===== config.mk =====
export PLATFORM = sky130hd
export DESIGN_NAME = hu_rr_arbiter
export DESIGN_NICKNAME = d
export VERILOG_FILES = /design/src/rtl/hu_arb_pkg.sv /design/src/rtl/hu_rr_pick.sv /design/src/rtl/hu_rr_arbiter.sv
export SDC_FILE = /design/constraint.sdc
export NUM_CORES = 1
export LEC_CHECK = 0
export ABC_AREA = 0
export BUFFER_PORTS_ARGS = -buffer_cell sky130_fd_sc_hd__clkbuf_2
export CAP_MARGIN = 20
export CORE_ASPECT_RATIO = 1.2
export CORE_UTILIZATION = 50
export CTS_CLUSTER_SIZE = 8
export DETAILED_ROUTE_END_ITERATION = 8
export PLACE_DENSITY = 0.74
export SYNTH_ARGS = -nofsm -noshare
export SYNTH_HDL_FRONTEND = slang
export SYNTH_HIERARCHICAL = 1
export SYNTH_SLANG_ARGS = --single-unit

===== constraint.sdc =====
create_clock -name clk -period 3.3 [get_ports clk]
set_clock_uncertainty 0.1 [all_clocks]
set_input_delay 0.66 -clock clk [delete_from_list [all_inputs] [get_ports clk]]
set_output_delay 0.66 -clock clk [all_outputs]
set_load 0.01 [all_outputs]

===== src/rtl/hu_arb_pkg.sv =====
// -----------------------------------------------------------------------------
// hu_arb_pkg
//   Shared types and helpers for the hu_rr_arbiter block.
//   - hu_arb_state_t : arbiter FSM state (IDLE = no grant held, BUSY = grant held)
//   - HU_ARB_MAX_WIDTH : largest supported requester count
//   - onehot_to_idx  : index of the set bit in a one-hot vector (0 when zero)
// -----------------------------------------------------------------------------
package hu_arb_pkg;

  typedef enum logic {
    ARB_IDLE = 1'b0,
    ARB_BUSY = 1'b1
  } hu_arb_state_t;

  localparam int HU_ARB_MAX_WIDTH = 32;

  // The caller guarantees at most one bit is set. With a zero vector the
  // result is 0, which is harmless because the index is only used together
  // with a non-zero pick.
  function automatic int onehot_to_idx(input logic [HU_ARB_MAX_WIDTH-1:0] oh);
    int idx;
    idx = 0;
    for (int i = 0; i < HU_ARB_MAX_WIDTH; i++) begin
      if (oh[i]) idx = i;
    end
    return idx;
  endfunction

endpackage


===== src/rtl/hu_rr_pick.sv =====
// -----------------------------------------------------------------------------
// hu_rr_pick
//   Combinational round-robin picker. Searches req starting one position
//   above ptr, ascending, wrapping from width-1 back to 0. The first set
//   request wins.
//
//   Parameters
//     width : number of requesters (1..32)
//     iw    : width of the index bus (derived, do not override)
//   Ports
//     req   in   width  request vector
//     ptr   in   iw     index of the most recently served requester
//     pick  out  width  one-hot winner (zero when no request)
//     idx   out  iw     index of the winner (0 when no request)
//     any   out  1      at least one request present
// -----------------------------------------------------------------------------
module hu_rr_pick
  import hu_arb_pkg::*;
#(
  parameter int width = 4,
  parameter int iw    = (width > 1) ? $clog2(width) : 1
) (
  input  logic [width-1:0] req,
  input  logic [iw-1:0]    ptr,
  output logic [width-1:0] pick,
  output logic [iw-1:0]    idx,
  output logic             any
);

  logic                        found;
  int                          pos;
  logic [iw-1:0]               pos_idx;
  logic [HU_ARB_MAX_WIDTH-1:0] pick_ext;

  always_comb begin
    pick    = '0;
    found   = 1'b0;
    pos     = 0;
    pos_idx = '0;
    for (int k = 0; k < width; k++) begin
      // ptr is always a valid index, so ptr+1+k stays below 2*width and a
      // single subtraction is enough to wrap.
      pos = int'(ptr) + 1 + k;
      if (pos >= width) pos = pos - width;
      pos_idx = iw'(pos);
      if (!found && req[pos_idx]) begin
        pick[pos_idx] = 1'b1;
        found         = 1'b1;
      end
    end
  end

  assign pick_ext = HU_ARB_MAX_WIDTH'(pick);
  assign idx      = iw'(onehot_to_idx(pick_ext));
  assign any      = |req;

endmodule


===== src/rtl/hu_rr_arbiter.sv =====
// -----------------------------------------------------------------------------
// hu_rr_arbiter
//   Round-robin arbiter with valid/ready handshake. The registered one-hot
//   grant drives the sel input of hu_selector directly downstream.
//
//   Handshake: a beat transfers on a rising edge where out_valid and
//   out_ready are both high. out_valid is the granted requester's req_valid;
//   req_ready is the grant gated by out_ready, so exactly the granted
//   requester sees its own transfer in the same cycle. A requester that
//   raises req_valid keeps it high until it sees req_ready.
//
//   Optional feature (macro HU_RR_ARBITER_LAST_EN):
//     defined   : req_last/out_last ports exist; the grant is locked to one
//                 requester until a transfer with out_last=1 (packet lock).
//     undefined : every transfer re-arbitrates (single-beat packets).
//
//   Parameters
//     width      : number of requesters, 1..32
//   Ports
//     clk        in   1      clock, rising edge
//     rst_n      in   1      asynchronous active-low reset
//     req_valid  in   width  per-requester valid
//     req_ready  out  width  grant & {width{out_ready}}
//     req_last   in   width  per-requester end-of-packet (LAST_EN only)
//     grant      out  width  registered one-hot (or zero) grant
//     out_valid  out  1      req_valid of the granted requester
//     out_ready  in   1      downstream ready
//     out_last   out  1      req_last of the granted requester (LAST_EN only)
//     dbg_state  out  1      current FSM state (0 = IDLE, 1 = BUSY)
// -----------------------------------------------------------------------------
module hu_rr_arbiter
  import hu_arb_pkg::*;
#(
  parameter int width = 4
) (
  input  logic             clk,
  input  logic             rst_n,
  input  logic [width-1:0] req_valid,
  output logic [width-1:0] req_ready,
`ifdef HU_RR_ARBITER_LAST_EN
  input  logic [width-1:0] req_last,
  output logic             out_last,
`endif
  output logic [width-1:0] grant,
  output logic             out_valid,
  input  logic             out_ready,
  output logic             dbg_state
);

  localparam int iw = (width > 1) ? $clog2(width) : 1;
  localparam logic [iw-1:0] ptr_rst = iw'(width - 1);

  hu_arb_state_t    state;
  logic [iw-1:0]    ptr;
  logic [width-1:0] pick;
  logic [iw-1:0]    pick_idx;
  logic             pick_any;
  logic             xfer;
  logic             rearb;
  logic             release_grant;

  hu_rr_pick #(
    .width (width),
    .iw    (iw)
  ) u_pick (
    .req  (req_valid),
    .ptr  (ptr),
    .pick (pick),
    .idx  (pick_idx),
    .any  (pick_any)
  );

  // grant is zero in IDLE, so out_valid is naturally low there.
  assign out_valid = |(grant & req_valid);
  assign req_ready = grant & {width{out_ready}};
  assign xfer      = out_valid & out_ready;
  assign dbg_state = state;

`ifdef HU_RR_ARBITER_LAST_EN
  // Packet lock: only the final beat of a packet frees the channel, and a
  // bubble in the middle of a packet keeps the grant.
  assign out_last      = |(grant & req_last);
  assign rearb         = xfer & out_last;
  assign release_grant = 1'b0;
`else
  // Single-beat packets: every transfer re-arbitrates; a granted requester
  // that has gone quiet gives the channel back.
  assign rearb         = xfer;
  assign release_grant = ~out_valid;
`endif

  // ptr records the last winner so the search starts just above it; the
  // requester just served therefore ranks lowest on the next pick.
  always_ff @(posedge clk or negedge rst_n) begin
    if (!rst_n) begin
      state <= ARB_IDLE;
      grant <= '0;
      ptr   <= ptr_rst;
    end else begin
      case (state)
        ARB_IDLE: begin
          if (pick_any) begin
            grant <= pick;
            ptr   <= pick_idx;
            state <= ARB_BUSY;
          end
        end
        ARB_BUSY: begin
          if (rearb) begin
            if (pick_any) begin
              grant <= pick;
              ptr   <= pick_idx;
            end else begin
              grant <= '0;
              state <= ARB_IDLE;
            end
          end else if (release_grant) begin
            grant <= '0;
            state <= ARB_IDLE;
          end
          // Otherwise a beat is stalled by out_ready: hold everything.
        end
        default: begin
          grant <= '0;
          state <= ARB_IDLE;
        end
      endcase
    end
  end

endmodule


==> results, run 1 <==
- In the final design database the tool counted 114 nets.
- Setup repair after global routing left no endpoint under its margin.
- The number of levels the H-tree was split into is 1.
- STA classifies the critical path endpoint as a register.
- The fraction of layout cells with a size suffix above 1 is 0.444.
- The total detailed-routing wirelength is 1750 um.
- The count of max-cap constraint violations is 0.
- The clock-pin slew reported for the worst setup and hold paths after clock tree synthesis is 0.06 ns.
- The count of mapped cells out of synthesis is 80.
- The switching fraction of total power is 0.457.
- Counting flops with a built-in enable in the synthesized netlist gives 0.
- The count of boundary I/O pins is 17.
- The number of antenna violations at the first check in global routing was 0.
- Of all flip-flops after synthesis, the portion carrying an async set or reset was 1.00.
- For met1 alone, demand over resource in global routing was 0.258.
- The flip-flop cell with the highest count after synthesis is sky130_fd_sc_hd__dfrtp_1.
- At the end of routability-driven placement, the weighted congestion stood at 0.818.
- The clock period could shrink to 2.86 ns.
- The data arrival time of the worst path is 2.93 ns.
- The share of power burned in the clock network is 0.084.
- The net count after synthesis is 94.
- The number of buffers created by CTS is 3.
- Measured along the y axis, the die boundary spans 46.0 um.
- The synthesized-area fraction occupied by and/or/nand/nor cells is 0.179.
- The post-synthesis mux area share is 0.110.
- Of the total power, combinational logic draws 0.703.
- The via count of the routed design is 696.
- After detailed routing, the average wire length per cell comes to 15.1 um.
- The run finished with clean final reports.
- The worst hold margin is 0.132 ns.
- The start-to-end type of the worst setup path is reg -> reg.
- Of the available clock period, the critical path in the final layout requires 0.866.
- The top fanout value on the critical path is 12.
- The core area is 0.00146 mm^2.
- The path class of the tightest hold or removal check is in -> async.
- The share of total power dissipated in sequential elements is 0.213.
- The die span in x is 38.6 um.
- STA classifies the critical path startpoint as a register.
- Compared with the post-synthesis result, the final layout area differs by 14.6%.
- The detail route stage leaves a number of antenna-violating nets equal to 0.
- After routing, the total negative slack on setup checks comes to 0 ns.
- Summed over all cells, the static leakage comes to 0.457 nW.
- After detailed routing, the number of remaining DRC violations is 0.
- Before antenna repair, the detailed router went through 4 iterations.
- For this run, the share of the core covered by cells in the final layout is 0.631.
- Yosys printed 6 warnings.
- The number of resized instances in the post-cts repair step is 0.
- The maximum clock path buffer count is 2.
- Port buffering added 16 buffers.
- The global-route congestion overflow total is 0.
- The power density over the cells is 979 mW/mm^2.
- The first routing iteration left 16 violations.
- The number of setup buffers added after CTS is 0.
- The insertion delay of the later-clocked pin in the worst-skew pair is 0.25 ns.
- Synthesis inferred 7 register bits.
- The count of pins over their slew limit is 0.
- The die covers 0.00178 mm^2.
- In the post-synthesis netlist, the biggest area contributors are sky130_fd_sc_hd__dfrtp_1, sky130_fd_sc_hd__ha_1, sky130_fd_sc_hd__dfstp_2.
- In this run, distinct cell masters in the synthesized netlist total 37.
- The first global-routing pass estimated 2770 um of wire.
- The number of filler instances in the final layout is 134.
- The peak ir drop on the vdd network is 0.618 mV.
- The half-perimeter wire length after detailed placement is 1350 um.
- At the pin with the least slew margin, the transition time is 0.351 ns.
- The post-synthesis average cell area is 10.1 um^2.
- The largest area contributor in the synthesized netlist is sky130_fd_sc_hd__dfrtp_1.
- In the routed layout, each cell is associated on average with a via count of 6.00.
- The number of clock sinks is 7.
- The met2 layer usage reported by global route is 0.410.
- The total of endpoints with negative setup slack in the final report is 0.
- The number of global-route vias before repair came to 624.
- The number of antenna diodes in the final layout is 0.
- The worst pin sits at a relative slew slack of 0.766.
- STA puts the critical path data required time at 3.37 ns.
- The top-area cell type share of the netlist area is 0.155.
- The internal power summed over all cells is 0.000491 W.
- After synthesis, the largest family of logic cells by area is compound AO/OA/AOI/OAI gates.
- Of the total synthesized cell area, the portion taken by XOR and XNOR cells is 0.
- The largest net degree at the start of global routing is 13.
- The cts-stage hold buffer count is 0.
- For this configuration, the core starts out at a cell density of 0.550.
- The sequential fraction of the synthesis area is 0.220.
- The post-synthesis compound-gate area fraction is 0.321.
- The layer flagged by global routing as most heavily used is met2.
- The buffer cell driving the clock tree root is sky130_fd_sc_hd__clkbuf_4.
- By count the netlist is led by sky130_fd_sc_hd__inv_1, sky130_fd_sc_hd__ha_1.
- The post-synthesis share of cell area spent on full adders, half adders and majority gates is 0.109.
- The placement row count is 15.
- Static timing analysis puts the maximum clock frequency at 350 MHz.
- For met3 alone, demand over resource in global routing was 0.0147.
- For flop-to-flop paths, the worst setup slack is 0.44 ns.
- Among all cell types in the netlist, the one instantiated most often is sky130_fd_sc_hd__inv_1.
- The number of hold violations in the final report came to 0.
- The synthesized area is 806 um^2.
- Across every metal layer, demand over resource in global routing totals 0.222.
- The analysis attributes to net switching a power of 0.000413 W.
- The clock tree from TritonCTS is done.
==> through the flow <==
stage | power (W) | setup slack [ns] | area (um^2) | std cells
3_3_place_gp | 0.000808 | 0.485 | 896 | 112
2_1_floorplan | 0.000701 | 0.608 | 806 | 80
4_1_cts | 0.000903 | 0.454 | 923 | 116
6_report | 0.000904 | 0.441 | 923 | 116
3_5_place_dp | 0.000821 | 0.479 | 896 | 112
5_1_grt | 0.000982 | 0.255 | 923 | 116
==> layout make-up <==
class	count	area [um^2]	area share
Multi-Input combinational cell	62	579	0.627
Timing Repair Buffer	16	80.1	0.0867
Clock inverter	1	5.00	0.00542
Inverter	10	37.5	0.0407
Tap cell	17	21.3	0.0230
Sequential cell	7	178	0.192
Clock buffer	3	22.5	0.0244
==> worst max-delay path, cell delays in order, from the launching register on <==
cell and delay, ns:
sky130_fd_sc_hd__dfstp_2 0.68, sky130_fd_sc_hd__inv_1 0.14, sky130_fd_sc_hd__ha_1 0.38, sky130_fd_sc_hd__and3b_1 0.19, sky130_fd_sc_hd__o311a_2 0.41, sky130_fd_sc_hd__a221oi_2 0.31
sky130_fd_sc_hd__inv_1 0.08, sky130_fd_sc_hd__or2_1 0.23, sky130_fd_sc_hd__mux2_4 0.25
==> kinds of logic (layout without fill, tap and decap cells) <==
| kind of cell | after synthesis | in the layout |
|---|---|---|
| adder cells (fa/ha/maj) | 7 | 7 |
| buffers and inverters | 11 | 30 |
| AND/OR/NAND/NOR | 24 | 24 |
| flip-flops | 7 | 7 |
| multiplexers | 6 | 6 |
| AO/OA/AOI/OAI | 25 | 25 |
==> power groups by stage <==
stage	clock network (W)	logic, W	registers [W]
after floorplan	0	0.000527	0.000175
after global placement	0	0.000615	0.000193
after detailed placement	0	0.000628	0.000193
after CTS	0.0000802	0.000631	0.000192
after global routing	0.0000864	0.000694	0.000201
final	0.0000761	0.000635	0.000193
==> cell usage in the layout, fill, tap and decap left out, types with 2 or more instances in the layout <==
cell and count:
sky130_fd_sc_hd__nand2_1 4, sky130_fd_sc_hd__clkbuf_4 3, sky130_fd_sc_hd__and2_1 3, sky130_fd_sc_hd__a22oi_1 5, sky130_fd_sc_hd__dfrtp_1 5, sky130_fd_sc_hd__a22o_2 5
sky130_fd_sc_hd__nor2_1 5, sky130_fd_sc_hd__mux2_4 3, sky130_fd_sc_hd__ha_1 7, sky130_fd_sc_hd__dfstp_2 2, sky130_fd_sc_hd__a21oi_1 3, sky130_fd_sc_hd__o32ai_1 2
sky130_fd_sc_hd__a221o_2 2, sky130_fd_sc_hd__clkbuf_2 16, sky130_fd_sc_hd__inv_1 10
==> sequential cells by signal (all words and copies together), names as in the netlist <==
register / cells
ptr: 2
grant: 4
dbg_state: 1
==> worst paths after layout <==
path / cells past startpoint / to / startpoint
worst max-delay path: 8 / ptr[1] / ptr[0]
worst min-delay path: 1 / grant[0] / rst_n
worst max register to register: 8 / ptr[1] / ptr[0]
worst min register to register: 1 / grant[0] / grant[0]
max in group asynchronous: 1 / ptr[1] / rst_n
min in group clk: 1 / grant[0] / grant[0]
==> layer usage <==
| layer | wire, um | vias to the layer above |
|---|---|---|
| li1 | - | 339 |
| met1 | 769 | 336 |
| met2 | 933 | 19 |
| met3 | 42 | 2 |
| met4 | 8 | 0 |
| met5 | 0 | - |
(Power assumes the default switching activity.)
==> run 2, diff against run 1 <==
--- a/config.mk
+++ b/config.mk
@@ -10,6 +10,7 @@
 export CAP_MARGIN = 20
 export CORE_ASPECT_RATIO = 1.2
 export CORE_UTILIZATION = 50
+export CTS_BUF_LIST = sky130_fd_sc_hd__clkbuf_8
 export CTS_CLUSTER_SIZE = 8
 export DETAILED_ROUTE_END_ITERATION = 8
 export PLACE_DENSITY = 0.74
==> run 2 against run 1 <==
Clock-buffer cell count unchanged. Final cell count unchanged. Non-clock buffer count unchanged. Sequential power about the same. First-iteration DRC count decreased by 13%.
==> results, run 2 (synthesized netlist as in run 1, its figures left out) <==
- The layout overhead on the synthesized area is 16.9% (was 14.6%).
- The portion of total power attributed to sequential cells was 0.204 (was 0.213).
- The count of boundary I/O pins was 17 (unchanged).
- The initial core utilization is 0.550 (unchanged).
- The overall power consumption is 0.000947 W (was 0.000904 W).
- The flip-flop count of the largest register after layout is 4 (unchanged).
- The required time reported for the critical path endpoint is 3.35 ns (was 3.37 ns).
- The via count of the routed design was 698 (was 696).
- The leakage power figure is 0.465 nW (was 0.457 nW).
- The end of the worst register-to-register path was ptr[1] (unchanged).
- The switching fraction of total power is 0.441 (was 0.457).
- The cts-stage hold buffer count came to 0 (unchanged).
- Setup repair after global routing missed its margin: false (unchanged).
- The number of resized instances in the post-cts repair step is 0 (unchanged).
- The register-to-register setup slack was 0.44 ns (about the same).
- The power density over the cells is 1000 mW/mm^2 (was 979 mW/mm^2).
- The achievable frequency came to 350 MHz (about the same).
- The core area was 0.00146 mm^2 (unchanged).
- The post-detailed-route wirelength per cell is 15.2 um (was 15.1 um).
- The top fanout value on the critical path is 12 (unchanged).
- The buffer cell driving the clock tree root is sky130_fd_sc_hd__clkbuf_8 (was sky130_fd_sc_hd__clkbuf_4).
- The slew at the pin closest to its max-slew limit is 0.350 ns (was 0.351 ns).
- The count of max-cap constraint violations was 0 (unchanged).
- The detailed-route vias per instance was 6.02 (was 6.00).
- The startpoint type of the worst setup path was a register (unchanged).
- The clock-pin slew reported for the worst setup and hold paths after clock tree synthesis is 0.04 ns (was 0.06 ns).
- The placed cell area is 896 um^2 (unchanged).
- The total of endpoints with negative setup slack in the final report is 0 (unchanged).
- The portion of the clock cycle consumed by the worst path in the final layout came to 0.865 (was 0.866).
- The placement row count is 15 (unchanged).
- The number of cells after detailed placement came to 112 (unchanged).
- The total DRC errors in the routed layout is 0 (unchanged).
- The number of levels the H-tree was split into is 1 (unchanged).
- The time the worst path needs with I/O delays and setup was 2.86 ns (about the same).
- The number of detailed-routing iterations run before antenna repair came to 4 (unchanged).
- The global-route congestion overflow total is 0 (unchanged).
- The number of buffers created by CTS is 3 (unchanged).
- The internal power summed over all cells is 0.000529 W (was 0.000491 W).
- The maximum clock path buffer count is 2 (unchanged).
- The worst hold margin is 0.158 ns (was 0.132 ns).
- The die span in x is 38.6 um (unchanged).
- The fraction of layout cells with a size suffix above 1 is 0.444 (unchanged).
- The start-to-end type of the worst setup path is reg -> reg (unchanged).
- The number of hold violations in the final report was 0 (unchanged).
- The number of clock sinks was 7 (unchanged).
- The number of antenna violations at the first check in global routing came to 0 (unchanged).
- The count of non-filler cells in the finished layout came to 116 (unchanged).
- The share of power burned in the clock network was 0.126 (was 0.084).
- The total detailed-routing wirelength is 1770 um (was 1750 um).
- The count of pins over their slew limit was 0 (unchanged).
- The number of filler instances in the final layout is 129 (was 134).
- The insertion delay of the later-clocked pin in the worst-skew pair is 0.23 ns (was 0.25 ns).
- The switching power total is 0.000418 W (was 0.000413 W).
- The share of total power in combinational logic is 0.670 (was 0.703).
- The data arrival time of the worst path is 2.90 ns (was 2.93 ns).
- The leading cell type in the layout, fill and taps excluded is sky130_fd_sc_hd__clkbuf_2 (unchanged).
- The peak ir drop on the vdd network was 0.619 mV (was 0.618 mV).
- The first-pass GRT wire length is 2810 um (was 2770 um).
- The worst reg2reg path depth is 8 (unchanged).
- The summed area of non-filler cells in the final layout came to 942 um^2 (was 923 um^2).
- The height of the die is 46.0 um (unchanged).
- The half-perimeter wire length after detailed placement is 1350 um (unchanged).
- The number of setup buffers added after CTS is 0 (unchanged).
- The clock tree from TritonCTS is done (unchanged).
- The area of the die was 0.00178 mm^2 (unchanged).
- The final-stage net count came to 114 (unchanged).
- The largest net degree at the start of global routing is 13 (unchanged).
- The routability congestion estimate from global placement is 0.818 (unchanged).
- The launching point of the worst reg2reg path is ptr[0] (unchanged).
- Run status: finished, final reports clean (unchanged).
- The type of the most critical hold path is in -> async (unchanged).
- The antenna diode instance count is 0 (unchanged).
- The number of buffer cells added on primary ports is 16 (unchanged).
- The number of routed nets with antenna violations came to 0 (unchanged).
- The initial DRC count is 14 (was 16).
- Commonest cells after routing, fill and taps aside: sky130_fd_sc_hd__clkbuf_2, sky130_fd_sc_hd__inv_1, sky130_fd_sc_hd__ha_1 (unchanged).
- The largest register by flop count is grant (unchanged).
- The relative max-transition margin is 0.766 (about the same).
- The total negative slack for setup checks is 0 ns (unchanged).
- The overall routing resource usage came to 0.227 (was 0.222).
- The number of global-route vias before repair is 629 (was 624).
- The endpoint kind of the worst setup timing path is a register (unchanged).
run 2: cell count changes in the layout (fill, tap and decap cells not counted):
cell	previous run	this run
sky130_fd_sc_hd__clkbuf_4	3	0
sky130_fd_sc_hd__clkbuf_8	0	3
run 2: per-layer routing:
layer	vias to the layer above	routed length, um	track usage
li1	340	-	-
met5	-	0	0
met4	0	10	0.0828
met1	334	777	0.261
met2	22	937	0.413
met3	2	39	0.0294
run 2: layout make-up:
| type | instances | area (um^2) | share of cell area |
|---|---|---|---|
| clock buffers | 3 | 41.3 | 0.0438 |
| clock inverters | 1 | 5.00 | 0.00531 |
| inverters | 10 | 37.5 | 0.0398 |
| well taps | 17 | 21.3 | 0.0226 |
| multi-input cells | 62 | 579 | 0.615 |
| repair buffers | 16 | 80.1 | 0.0850 |
| flip-flops and latches | 7 | 178 | 0.189 |
run 2: worst max-delay path by stage:
stage	startpoint	to
6_report	ptr[0]	ptr[1]
5_1_grt	ptr[0]	ptr[1]
4_1_cts	ptr[0]	ptr[1]
3_5_place_dp	ptr[0]	ptr[1]
3_3_place_gp	ptr[0]	ptr[1]
2_1_floorplan	ptr[0]	ptr[1]
run 2: through the flow:
step                setup slack, ns  utilization
CTS                           0.458        0.644
finish                        0.445        0.644
floorplan                     0.608            -
global route                  0.264        0.644
detailed placement            0.479        0.612
global placement              0.485        0.612
run 2: critical path: stages, from the launching register on:
cell and delay, ns:
sky130_fd_sc_hd__dfstp_2 0.67, sky130_fd_sc_hd__inv_1 0.14, sky130_fd_sc_hd__ha_1 0.38, sky130_fd_sc_hd__and3b_1 0.20
sky130_fd_sc_hd__o311a_2 0.42, sky130_fd_sc_hd__a221oi_2 0.31, sky130_fd_sc_hd__inv_1 0.09, sky130_fd_sc_hd__or2_1 0.22
sky130_fd_sc_hd__mux2_4 0.25
run 2: power by group through the flow:
| stage | Sequential [W] | Clock, W | Combinational (W) |
|---|---|---|---|
| CTS | 0.000193 | 0.000123 | 0.000631 |
| floorplan | 0.000175 | 0 | 0.000527 |
| detailed placement | 0.000193 | 0 | 0.000628 |
| global route | 0.000202 | 0.000132 | 0.000694 |
| global placement | 0.000193 | 0 | 0.000615 |
| finish | 0.000193 | 0.000119 | 0.000635 |
==> run 3, diff against run 2 <==
--- a/config.mk
+++ b/config.mk
@@ -14,6 +14,7 @@
 export CTS_CLUSTER_SIZE = 8
 export DETAILED_ROUTE_END_ITERATION = 8
 export PLACE_DENSITY = 0.74
+export RECOVER_POWER = 25
 export SYNTH_ARGS = -nofsm -noshare
 export SYNTH_HDL_FRONTEND = slang
 export SYNTH_HIERARCHICAL = 1
==> run 3 against run 2 <==
Core utilization is 0.086 points lower. Register-to-register slack hardly changed. Non-clock buffer count stayed put. Sequential share of layout area barely moved. Global-route usage did not move. Largest cell class unchanged. Highest routed layer unchanged.
==> results, run 3 (synthesized netlist as in run 1, its figures left out) <==
- The clock-pin slew reported for the worst setup and hold paths after clock tree synthesis came to 0.04 ns (about the same).
- The largest net degree at the start of global routing was 13 (unchanged).
- The multi-input gate area in the final layout is 579 um^2 (unchanged).
- The total negative slack for setup checks was 0 ns (unchanged).
- The startpoint type of the worst setup path was a register (unchanged).
- The share of total power in combinational logic is 0.670 (about the same).
- The type of the most critical hold path is in -> async (unchanged).
- The antenna diode instance count is 0 (unchanged).
- The relative max-transition margin came to 0.762 (was 0.766).
- The number of filler instances in the final layout is 128 (was 129).
- The largest register by flop count is grant (unchanged).
- The fraction of layout cells with a size suffix above 1 is 0.434 (was 0.444).
- The initial DRC count is 14 (unchanged).
- The initial core utilization is 0.550 (unchanged).
- The via count of the routed design is 701 (was 698).
- The total of endpoints with negative setup slack in the final report is 0 (unchanged).
- The internal power summed over all cells is 0.000529 W (about the same).
- The total DRC errors in the routed layout came to 0 (unchanged).
- The power density over the cells was 1010 mW/mm^2 (was 1000 mW/mm^2).
- The global-route congestion overflow total is 0 (unchanged).
- Run status: finished, final reports clean (unchanged).
- Critical path cell sequence: inv_1 -> ha_1 -> and3b_1 -> o311a_2 -> a221oi_2 -> inv_1 -> or2_1 -> mux2_4 (unchanged).
- The busiest layer in global routing is met2 (unchanged).
- The most used cell along the critical path is sky130_fd_sc_hd__inv_1 (unchanged).
- The half-perimeter wire length after detailed placement is 1350 um (unchanged).
- The number of antenna violations at the first check in global routing is 0 (unchanged).
- The required time reported for the critical path endpoint is 3.35 ns (about the same).
- The number of routed nets with antenna violations came to 0 (unchanged).
- The layout overhead on the synthesized area was 16.8% (was 16.9%).
- The insertion delay of the later-clocked pin in the worst-skew pair was 0.23 ns (about the same).
- The cts-stage hold buffer count is 0 (unchanged).
- The number of buffers created by CTS was 3 (unchanged).
- The met1 track demand over resource in global routing came to 0.261 (unchanged).
- The share of the core filled with cells is 0.643 (was 0.644).
- The clock tree from TritonCTS is done (unchanged).
- The peak ir drop on the vdd network is 0.619 mV (about the same).
- The summed area of non-filler cells in the final layout was 941 um^2 (was 942 um^2).
- The achievable frequency came to 350 MHz (about the same).
- The core area was 0.00146 mm^2 (unchanged).
- The register cell area after layout is 178 um^2 (unchanged).
- The leading cell type in the layout, fill and taps excluded is sky130_fd_sc_hd__clkbuf_2 (unchanged).
- The number of resized instances in the post-cts repair step is 0 (unchanged).
- The buffer cell driving the clock tree root is sky130_fd_sc_hd__clkbuf_8 (unchanged).
- The number of buffer cells added on primary ports came to 16 (unchanged).
- The count of boundary I/O pins was 17 (unchanged).
- The die span in x is 38.6 um (unchanged).
- The portion of total power attributed to sequential cells was 0.204 (about the same).
- The register-to-register setup slack is 0.45 ns (was 0.44 ns).
- The standard cell with the maximum stage delay on the critical path is sky130_fd_sc_hd__dfstp_2 (unchanged).
- The number of global-route vias before repair came to 629 (unchanged).
- The count of max-cap constraint violations was 0 (unchanged).
- The fraction of met3 tracks used by global routing is 0.0294 (unchanged).
- The routability congestion estimate from global placement came to 0.818 (unchanged).
- Setup repair after global routing missed its margin: false (unchanged).
- The placed cell area is 896 um^2 (unchanged).
- The maximum clock path buffer count is 2 (unchanged).
- The share of power burned in the clock network is 0.126 (about the same).
- The number of clock sinks is 7 (unchanged).
- The final-stage net count is 114 (unchanged).
- The switching fraction of total power is 0.441 (about the same).
- The area of the die is 0.00178 mm^2 (unchanged).
- The first-pass GRT wire length was 2810 um (unchanged).
- The overall routing resource usage is 0.227 (unchanged).
- The number of levels the H-tree was split into is 1 (unchanged).
- The start-to-end type of the worst setup path is reg -> reg (unchanged).
- The data arrival time of the worst path is 2.90 ns (about the same).
- The detailed-route vias per instance is 6.04 (was 6.02).
- The pre-CTS setup slack is 0.479 ns (unchanged).
- The leakage power figure is 0.462 nW (was 0.465 nW).
- Commonest cells after routing, fill and taps aside: sky130_fd_sc_hd__clkbuf_2, sky130_fd_sc_hd__inv_1, sky130_fd_sc_hd__ha_1 (unchanged).
- The number of setup buffers added after CTS is 0 (unchanged).
- The placement row count is 15 (unchanged).
- The height of the die came to 46.0 um (unchanged).
- The met2 layer usage reported by global route is 0.413 (unchanged).
- The top fanout value on the critical path came to 12 (unchanged).
- The count of pins over their slew limit was 0 (unchanged).
- The time the worst path needs with I/O delays and setup is 2.85 ns (was 2.86 ns).
- The number of hold violations in the final report came to 0 (unchanged).
- The setup slack of the critical path after layout is 0.445 ns (about the same).
- The overall power consumption is 0.000946 W (was 0.000947 W).
- The switching power total was 0.000417 W (was 0.000418 W).
- The portion of the clock cycle consumed by the worst path in the final layout came to 0.865 (about the same).
- The endpoint kind of the worst setup timing path is a register (unchanged).
- The post-detailed-route wirelength per cell is 15.2 um (about the same).
- The number of detailed-routing iterations run before antenna repair came to 4 (unchanged).
- The worst stage delay on the critical path is 0.67 ns (about the same).
- The flip-flop count of the largest register after layout is 4 (unchanged).
- The total detailed-routing wirelength came to 1760 um (was 1770 um).
- The slew at the pin closest to its max-slew limit was 0.357 ns (was 0.350 ns).
[run 3: cell counts in the layout (fill, tap and decap cells not counted)]
No cell type changed its count.
[run 3: final cells by class]
type	instances	area share
Clock buffer	3	0.0439
Inverter	10	0.0399
Clock inverter	1	0.00532
Tap cell	17	0.0226
Timing Repair Buffer	16	0.0838
Sequential cell	7	0.189
Multi-Input combinational cell	62	0.616
[run 3: power groups by stage]
stage,sequential (W),combinational [W],clock (W)
2_1_floorplan,0.000175,0.000527,0
3_3_place_gp,0.000193,0.000615,0
3_5_place_dp,0.000193,0.000628,0
4_1_cts,0.000193,0.000631,0.000123
5_1_grt,0.000202,0.000694,0.000132
6_report,0.000193,0.000634,0.000119
[run 3: path summary, 6_finish.rpt]
kind                       startpoint        to  depth (start not counted)
setup / recovery               ptr[0]    ptr[1]                          8
hold / removal                  rst_n  grant[0]                          1
setup reg to reg               ptr[0]    ptr[1]                          8
hold reg to reg              grant[0]  grant[0]                          1
max in group asynchronous       rst_n    ptr[1]                          1
min in group clk             grant[0]  grant[0]                          1
[run 3: per-layer routing]
| layer | vias up | part of all wire |
|---|---|---|
| met5 | - | 0 |
| li1 | 341 | - |
| met2 | 22 | 0.53 |
| met1 | 336 | 0.44 |
| met3 | 2 | 0.024 |
| met4 | 0 | 0.0057 |
[run 3: per-stage QoR]
step                      instances  hold WS (ns)
after floorplan                  80         0.264
after global placement          112         0.398
after detailed placement        112         0.402
after CTS                       116         0.159
after global routing            116         0.240
final                           116         0.212
[run 3: critical path, delay by kind of cell, from the launching register on]
| kind | cells | cell delay [ns] |
|---|---|---|
| AOI/OAI and AO/OA | 2 | 0.73 |
| DFF | 1 | 0.67 |
| and+or+nand+nor | 2 | 0.43 |
| adders and majority gates | 1 | 0.38 |
| muxes | 1 | 0.25 |
| buffers and inverters | 2 | 0.23 |
